===== config.mk =====
export PLATFORM = sky130hd
export DESIGN_NAME = daq_sequencer
export DESIGN_NICKNAME = d
export VERILOG_FILES = /design/src/rtl/daq_pkg.sv /design/src/rtl/trig_sync_edge.sv /design/src/rtl/daq_sequencer.sv
export SDC_FILE = /design/constraint.sdc
export NUM_CORES = 1
export LEC_CHECK = 0
export BUFFER_PORTS_ARGS = -buffer_cell sky130_fd_sc_hd__buf_2
export CAP_MARGIN = 0
export CORE_AREA = 2 2 94 96
export CTS_BUF_LIST = sky130_fd_sc_hd__clkbuf_4 sky130_fd_sc_hd__clkbuf_8
export DETAILED_ROUTE_END_ITERATION = 10
export DIE_AREA = 0 0 96 98
export PLACE_DENSITY = 0.78
export SLEW_MARGIN = 20
export SYNTH_ARGS = -nofsm -noshare
export SYNTH_HDL_FRONTEND = slang
export SYNTH_HIERARCHICAL = 1
export SYNTH_SLANG_ARGS = --single-unit

===== constraint.sdc =====
create_clock -name Clk -period 3.7 [get_ports Clk]
set_input_delay 0.74 -clock Clk [delete_from_list [all_inputs] [get_ports Clk]]
set_output_delay 0.74 -clock Clk [all_outputs]
set_load 0.01 [all_outputs]

===== src/rtl/daq_pkg.sv =====
// Shared state encoding, run-mode encodings and fixed pulse lengths for the DAQ sequencer.
// Declarations only: no latency, no flow control.
package daq_pkg;

  typedef enum logic [3:0] {
    IDLE,
    PWR_UP,
    ASIC_RST,
    ACQ,
    ARM,
    HOLD,
    READOUT,
    RAZ,
    DONE
  } state_t;

  typedef enum logic [1:0] {
    MODE_AUTO    = 2'd0,
    MODE_SLAVE   = 2'd1,
    MODE_COUNTED = 2'd2,
    MODE_RSVD    = 2'd3
  } daq_mode_t;

  localparam int unsigned RSTB_CYC   = 4;
  localparam int unsigned RAZ_CYC    = 2;
  // Cycles a trigger edge spends in the synchroniser before the FSM can see it.
  localparam int unsigned TRIG_LAT   = 2;
  localparam logic [3:0]  PWR_ALL_ON = 4'hF;

  // True on the last cycle of a window of len cycles; len of 0 acts as 1.
  function automatic logic cnt_done(input logic [31:0] cnt, input logic [31:0] len);
    return (cnt + 32'd1) >= len;
  endfunction

endpackage


===== src/rtl/trig_sync_edge.sv =====
// Two-flop synchroniser and rising-edge detector for the asynchronous external trigger.
// Latency: edge flag high for one cycle, two clocks after the input is first sampled high; no backpressure.
module trig_sync_edge (
  input  logic i_clk,
  input  logic i_rst_n,
  input  logic i_trig,
  output logic o_rise
);

  logic r_meta;
  logic r_sync;
  logic r_prev;

  always_ff @(posedge i_clk or negedge i_rst_n) begin
    if (!i_rst_n) begin
      r_meta <= 1'b0;
      r_sync <= 1'b0;
      r_prev <= 1'b0;
    end else begin
      r_meta <= i_trig;
      r_sync <= r_meta;
      r_prev <= r_sync;
    end
  end

  assign o_rise = r_sync & ~r_prev;

endmodule


===== src/rtl/daq_sequencer.sv =====
// Run sequencer for daisy-chained acquisition ASICs: power pulsing, reset, acquire/trigger, readout handshake.
// Latency: one state per clock; no backpressure, the readout side is waited on through EndReadout.
module daq_sequencer
  import daq_pkg::*;
#(
  parameter int TIME_W     = 16,
  parameter int CNT_W      = 16,
  parameter int CHIP_NUM   = 4,
  parameter int SETTLE_CYC = 8
) (
  input  logic                Clk,
  input  logic                reset_n,
  input  logic [1:0]          DaqMode,
  input  logic                UsbAcqStart,
  input  logic                ExternalTrigger,
  input  logic [CHIP_NUM-1:0] CHIPSATB,
  input  logic                EndReadout,
  input  logic                UsbFifoEmpty,
  input  logic [TIME_W-1:0]   AcquisitionTime,
  input  logic [TIME_W-1:0]   EndHoldTime,
  input  logic [CNT_W-1:0]    TriggerLimit,
  output logic                RESET_B,
  output logic                START_ACQ,
  output logic [3:0]          PwrOn,
  output logic                ForceExternalRaz,
  output logic                StartReadout,
  output logic                OnceEnd,
  output logic                AllDone,
  output logic                UsbStartStop,
  output logic [CNT_W-1:0]    AcqCount
);

  state_t            r_state;
  daq_mode_t         r_mode;
  logic [TIME_W-1:0] r_cnt;
  logic [CNT_W-1:0]  r_acq_cnt;
  logic              r_start_d;
  logic              r_once;
  logic              r_usb;

  state_t            w_next;
  daq_mode_t         w_mode_in;
  logic              w_auto;
  logic              w_start_rise;
  logic              w_chip_full;
  logic              w_trig_rise;
  logic [CNT_W-1:0]  w_acq_next;

  trig_sync_edge u_trig (
    .i_clk   (Clk),
    .i_rst_n (reset_n),
    .i_trig  (ExternalTrigger),
    .o_rise  (w_trig_rise)
  );

  assign w_mode_in    = (DaqMode == MODE_RSVD) ? MODE_AUTO : daq_mode_t'(DaqMode);
  assign w_auto       = (r_mode == MODE_AUTO);
  assign w_start_rise = UsbAcqStart & ~r_start_d;
  assign w_chip_full  = ~&CHIPSATB;
  assign w_acq_next   = r_acq_cnt + 1'b1;

  always_comb begin
    w_next = r_state;
    case (r_state)
      IDLE:     if (w_start_rise) w_next = PWR_UP;
      PWR_UP:   if (cnt_done(32'(r_cnt), 32'(SETTLE_CYC))) w_next = ASIC_RST;
      ASIC_RST: if (cnt_done(32'(r_cnt), RSTB_CYC)) w_next = w_auto ? ACQ : ARM;
      ACQ:      if (!UsbAcqStart || w_chip_full || cnt_done(32'(r_cnt), 32'(AcquisitionTime)))
                  w_next = READOUT;
      // Edges seen in the first TRIG_LAT cycles of ARM were launched before ARM began.
      ARM:      if (!UsbAcqStart) w_next = IDLE;
                else if (w_trig_rise && (32'(r_cnt) >= TRIG_LAT)) w_next = HOLD;
      HOLD:     if (!UsbAcqStart || w_chip_full || cnt_done(32'(r_cnt), 32'(EndHoldTime)))
                  w_next = READOUT;
      READOUT:  if (EndReadout) begin
                  if (!UsbAcqStart) w_next = IDLE;
                  else if (r_mode == MODE_COUNTED && TriggerLimit != '0 && w_acq_next == TriggerLimit)
                    w_next = DONE;
                  else if (w_auto) w_next = PWR_UP;
                  else w_next = RAZ;
                end
      RAZ:      if (cnt_done(32'(r_cnt), RAZ_CYC)) w_next = ARM;
      DONE:     if (!UsbAcqStart) w_next = IDLE;
      default:  w_next = IDLE;
    endcase
  end

  always_ff @(posedge Clk or negedge reset_n) begin
    if (!reset_n) begin
      r_state   <= IDLE;
      r_mode    <= MODE_AUTO;
      r_cnt     <= '0;
      r_acq_cnt <= '0;
      r_start_d <= 1'b0;
      r_once    <= 1'b0;
      r_usb     <= 1'b0;
    end else begin
      r_state   <= w_next;
      r_start_d <= UsbAcqStart;
      r_cnt     <= (w_next != r_state) ? '0 : ((&r_cnt) ? r_cnt : r_cnt + 1'b1);
      r_once    <= 1'b0;
      if (r_state == IDLE && w_start_rise) begin
        r_mode    <= w_mode_in;
        r_acq_cnt <= '0;
      end
      if (r_state == READOUT && EndReadout) begin
        r_acq_cnt <= w_acq_next;
        r_once    <= 1'b1;
      end
      // A new run request outranks a clear that would otherwise land in the same IDLE cycle.
      if (r_state == IDLE && w_start_rise) r_usb <= 1'b1;
      else if ((r_state == IDLE || r_state == DONE) && UsbFifoEmpty) r_usb <= 1'b0;
    end
  end

  assign RESET_B          = (r_state != ASIC_RST);
  assign START_ACQ        = (r_state == ACQ) || (r_state == ARM) || (r_state == HOLD);
  assign PwrOn            = (r_state == IDLE || r_state == DONE) ? 4'h0 : PWR_ALL_ON;
  assign ForceExternalRaz = (r_state == RAZ);
  assign StartReadout     = (r_state == READOUT) && (r_cnt == '0);
  assign AllDone          = (r_state == DONE);
  assign OnceEnd          = r_once;
  assign UsbStartStop     = r_usb;
  assign AcqCount         = r_acq_cnt;

endmodule

# [After elaboration in Yosys (flattened, before gate mapping)]
# Index checks and enable logic that the tools add are counted.
[word_totals] out_inout_bits=27 reg_bits=44 inputBits=60
[op_classes] magnitude_cmp=6 muxes=24 bitwise_logic=4 add_sub_neg=3 eq_ne=14 n_reduce_logical=23
[op_table] operator="greater-or-equal comparator 32 x 16 -> 1 bit" count=2
[op_table] operator="two-way mux 16 bit" count=4
[op_table] operator="two-way mux 4 bit" count=13
[op_table] operator="one-hot mux 4 bit (9 select lines)" count=1
[op_table] operator="adder 16 x 1 -> 16 bit, second input constant" count=2
[op_table] operator="greater-or-equal comparator 32 x 3 -> 1 bit, second input constant" count=1
[op_table] operator="greater-or-equal comparator 32 x 4 -> 1 bit, second input constant" count=1
[op_table] operator="adder 16 x 1 -> 17 bit, second input constant" count=1
[op_table] operator="greater-or-equal comparator 17 x 2 -> 1 bit, second input constant" count=1
[op_table] operator="equality test 16 bit" count=1
[op_table] operator="equality test 4 x 3 -> 1 bit, second input constant" count=4
[op_table] operator="greater-or-equal comparator 16 x 2 -> 1 bit, second input constant" count=1
[op_table] operator="zero test 16 bit" count=1
[op_table] operator="AND reduction 16 bit" count=1
[op_table] operator="nonzero test 16 bit" count=1
[op_table] operator="equality test 4 x 2 -> 1 bit, second input constant" count=2
[op_table] operator="logical AND 1 bit" count=7
[op_table] operator="logical OR 1 bit" count=6
[op_table] operator="two-way mux 3 bit" count=2
[op_table] operator="equality test 2 bit, second input constant" count=2
[op_table] operator="equality test 4 x 1 -> 1 bit, second input constant" count=1
[op_table] operator="equality test 4 bit, second input constant" count=1
[op_table] operator="zero test 4 bit" count=1
[op_table] operator="inequality test 4 x 2 -> 1 bit, second input constant" count=1
[op_table] operator="10 further kinds" count=16

# [Logic depth before layout (Yosys ltp)]
[depth] depth_word=9 mapped_depth=16 mapped_depth_nobuf=15

# [By module]
# The synthesis kept the hierarchy.
[modules_own_cells] module="daq_sequencer" instances=1 cells_per_inst=523 seq_area_each_um2=1026.0 area_per_inst_um2=4159.0
[modules_own_cells] module="trig_sync_edge" instances=1 cells_per_inst=4 seq_area_each_um2=75.1 area_per_inst_um2=88.8

# [Least setup slack after synthesis]
# No wires, ideal clock.
[synth_path] path_kind="register to register" startpoint="register r_cnt[0]" endpoint="register r_cnt[6]" n_path_buf=1 path_stages_with_launch=16 arrival_ps=3907 setup_ps=80 synth_period_minus_slack_ps=3987 slack_ps=-287 path_cell_list="dfrtp_1 -> ha_1 -> nand3_2 -> nor4_1 -> xor2_1 -> ha_1 -> nand4_1 -> or3b_2 -> a31oi_1 -> nor4b_1 -> a31o_2 -> a31o_1 -> or3_1 -> o221a_4 -> buf_12 -> nor3_4"
[synth_between] elab_chain_cells=7 word_cells_on_any_way=24
[synth_rtl] element="start, declared" line="daq_sequencer.sv:35" source="logic [TIME_W-1:0] r_cnt;"
[synth_rtl] element="start signal, assigned" line="daq_sequencer.sv:100" source="r_cnt <= (w_next != r_state) ? '0 : ((&r_cnt) ? r_cnt : r_cnt + 1'b1);"
[synth_rtl] element="adder 16 x 1 -> 17 bit / greater-or-equal comparator 16 x 2 -> 1 bit (equally long branches)" line="daq_pkg.sv:32, daq_sequencer.sv:72"
[synth_rtl] element="greater-or-equal comparator 32 x 16 -> 1 bit / logical AND 1 bit (equally long branches)" line="daq_pkg.sv:32, daq_sequencer.sv:72"
[synth_rtl] element="logical OR 1 bit, or another cell as far along" line="daq_sequencer.sv:73" source="HOLD: if (!UsbAcqStart || w_chip_full || cnt_done(32'(r_cnt), 32'(EndHoldTime)))"
[synth_rtl] element="two-way mux 4 bit (on tied branches)" line="daq_sequencer.sv:73, daq_sequencer.sv:68, daq_sequencer.sv:71"
[synth_rtl] element="one-hot mux 4 bit (9 select lines)" line="daq_sequencer.sv:64" source="case (r_state)"
[synth_rtl] element="inequality test 4 bit" line="daq_sequencer.sv:100"
[synth_rtl] element="inequality test 2 bit (no line) / two-way mux 16 bit (equally long branches)"
# Several ways; a longest one is shown, not always the timed one. The select of a mux whose other input is x is not followed.
# A chain may end at the register's enable or synchronous reset.

# [Worst setup path after layout]
[layout_path] startpoint="register r_cnt[0]" endpoint="register r_cnt[10]"
# Same word-level chain as after synthesis.

==> impl_results.md <==
- Run status: finished, violations left
- Failing checks: negative setup slack
- RSZ-0062 raised after global routing: yes
- Post-synth top area share: 25.92%
- Largest net degree at the start of global routing: 24
- Required @ worst endpoint: 3.92 ns
- CP Capture Type: register
- Final Critical Period: around 3.8 ns
- Core area: 8466 um2
- TritonCTS clock tree: done
- Slew HR: 27.99%
- Number of synthesized flops with an enable pin: 0
- Ranking of synthesized cells by area: dfrtp_1, ha_1, o21ai_0, xnor2_1, nand2_1
- Detailed-placement wirelength estimate: 9649 um
- Global Route Usage Sum: 27.26%
- Gpl congestion: 0.9641
- Post-Syn Area: 4248 um2
- Max Clock Freq: 261.3 MHz
- Synth warn: 6
- WL per Instance: around 17 um
- Worst min path class: register to register
- Layout Skew: ~0.012 ns
- Dominant synthesized flop cell: dfrtp_1
- Crit-path max FO: 5
- Final period util: 103.4%
- IO Pins: 87
- Arrival time of the worst setup path: 4.04 ns
- First-pass DRT Iterations: 5
- Clock Latency Late Sink: 0.30 ns
- Syn avg cell area: 8.060 um2
- Power Density: 400.1 nW/um2
- Worst Hold Path Cells: 0
- Pre-CTS WS: -0.1933 ns
- DRC: 0
- Via count: 4570
- Final Power: 2.214 mW
- Clk buf depth: 2
- CTS Buf Count: 5
- I/O Buffers: 86
- R2r startpoint: r_cnt[0]$_DFFE_PN0P_
- Worst R2R Path Depth: 15
- Post-Syn Nets: around 620
- Fin nets: 752
- Critical Path Source: r_cnt[0]$_DFFE_PN0P_
- DIE AREA: 9408 um2
- FP Rows: 34
- Commonest cells post-synth: nand2_1, o21ai_0, dfrtp_1
- Mapped Cells: about 530
- Area grow syn2layout: 30.25%
- Most common cell in the netlist: nand2_1
- WL final: 12850 um
- Peak VDD IR: between 0.3 and 0.4 mV
- Root Driver: clkbuf_8
- WS Path Type: register to register
- Dpl cells: 744
- Vias in the first global route: around 4400
- Unique masters post-synth: slightly above 70
- Grt ovf: 0
- Min-delay src: u_trig/r_meta$_DFF_PN0_
- Remaining antenna violation count: 0
- Initial DRC count: about 190
- Fin. Hold Viols: 0
- Slew @ Worst Pin: about 1.1 ns
- Die height: 98 um
- Area leader, netlist: dfrtp_1
- Maxcap violations: 0
- Setup-failing EPs final: 16
- CTS Sinks: 44
- Setup crit start kind: register
- Initial antenna violation count: 0
- Register area share after synthesis: between 20% and 30%
- Number of synthesized register bits: 44
- Fill cell count: about 730
- Inserted Diodes: 0
- Layout cell share with drive strength beyond 1: 34.04%
- Slew Limit Fails: 0
- Vias/cell: 5.966
- First-pass GRT wire length: 20400 um
- Setup WS post-layout: -0.1265 ns
- Initial Util: between 50% and 60%
- LEAKAGE: 2.613 nW
- DIE WIDTH: ~96 um
- H-tree depth: 2
- Post-route insts no fill: about 770
- Clock transition at path regs: 0.09 ns
- Share of synthesized registers carrying an async set or reset: 100.0%
## final timing paths
path | slack (ns) | to
max | -0.13 | r_cnt[10]$_DFFE_PN0P_
max reg2reg | -0.13 | r_cnt[10]$_DFFE_PN0P_
min in group asynchronous | 0.42 | r_state[2]$_DFF_PN0_
min | 0.35 | u_trig/r_sync$_DFF_PN0_
max in group asynchronous | 2.55 | AcqCount[3]$_DFFE_PN0P_
min reg2reg | 0.35 | u_trig/r_sync$_DFF_PN0_
## timing repair
action / 4_1_cts / 5_1_grt
endpoints found under the setup margin: 16 / 17
gates resized for setup: 13 / 25
gates cloned: 1 / 0
hold buffers: 0 / 0
pin swaps: 18 / 15
setup buffers: 6 / 8
## per-stage QoR
step,util (%),instance area [um2],hold WS (ns),TNS [ns]
2_1_floorplan,-,4294,0.3312,-0.03618
6_report,65.36,5533,0.3533,-1.375
3_3_place_gp,60.09,5087,0.3342,-0.1130
3_5_place_dp,60.09,5087,0.3358,-1.978
4_1_cts,62.89,5324,0.3565,-0.9152
5_1_grt,65.36,5533,0.3685,-2.903
## cells by family (layout without fill, tap and decap cells)
kind of cell,after synthesis,after routing,synth area share [%]
and+or+nand+nor,226,226,30.43
AOI/OAI and AO/OA,119,120,18.41
buffers and inverters,67,197,7.069
DFF,44,44,25.92
adders and majority gates,34,34,10.01
xor gates and xnor gates,33,33,7.158
muxes,4,4,1.001
## sequential cells by signal, indices dropped and copies added (netlist names), 2 cells and up
signal,cells
r_mode,2
AcqCount,16
r_state,4
r_cnt,16
## cells in the final DEF, fill, tap and decap left out, types with 22 or more instances in the layout
| cell type | n |
|---|---|
| nand2_1 | 46 |
| dfrtp_1 | 42 |
| ha_1 | 33 |
| buf_2 | 86 |
| inv_1 | 40 |
| nand3_1 | 22 |
| buf_4 | 60 |
| nor2_1 | 36 |
| o21ai_0 | 45 |
## critical path: stages, from the launching register on
cell and delay [ns]:
dfrtp_2 0.42, nand4_1 0.16, nor3_2 0.22, and3_4 0.22, xor2_2 0.08, ha_1 0.29
or3b_4 0.37, or4_4 0.44, a31oi_4 0.17, nor4b_4 0.08, a31o_2 0.27, a31o_4 0.22
or3_4 0.35, o221a_4 0.14, buf_6 0.14, nor3_2 0.16
## layer usage
metal / track usage (%) / wire, um
met1: 34.13 / 5184
met2: 46.79 / 6530
met3: 3.935 / 870
met4: 10.11 / 267
met5: 0 / 0
## where the power goes
part | internal (mW) | total (mW) | switching (mW)
Clock | 0.206 | 0.374 | 0.168
Combinational | 0.512 | 1.21 | 0.695
Sequential | 0.539 | 0.632 | 0.0933
## final cells by class
class                   instances  area (um2)  area share [%]
clock buffers                   6       76.32           1.379
clock inverters                 1       30.03          0.5427
inverters                      40       150.1           2.714
multi-input cells             417        3094           55.92
flip-flops and latches         44        1104           19.95
well taps                     108       135.1           2.442
repair buffers                150       943.4           17.05
No activity file was read; power rests on OpenSTA's default activity.
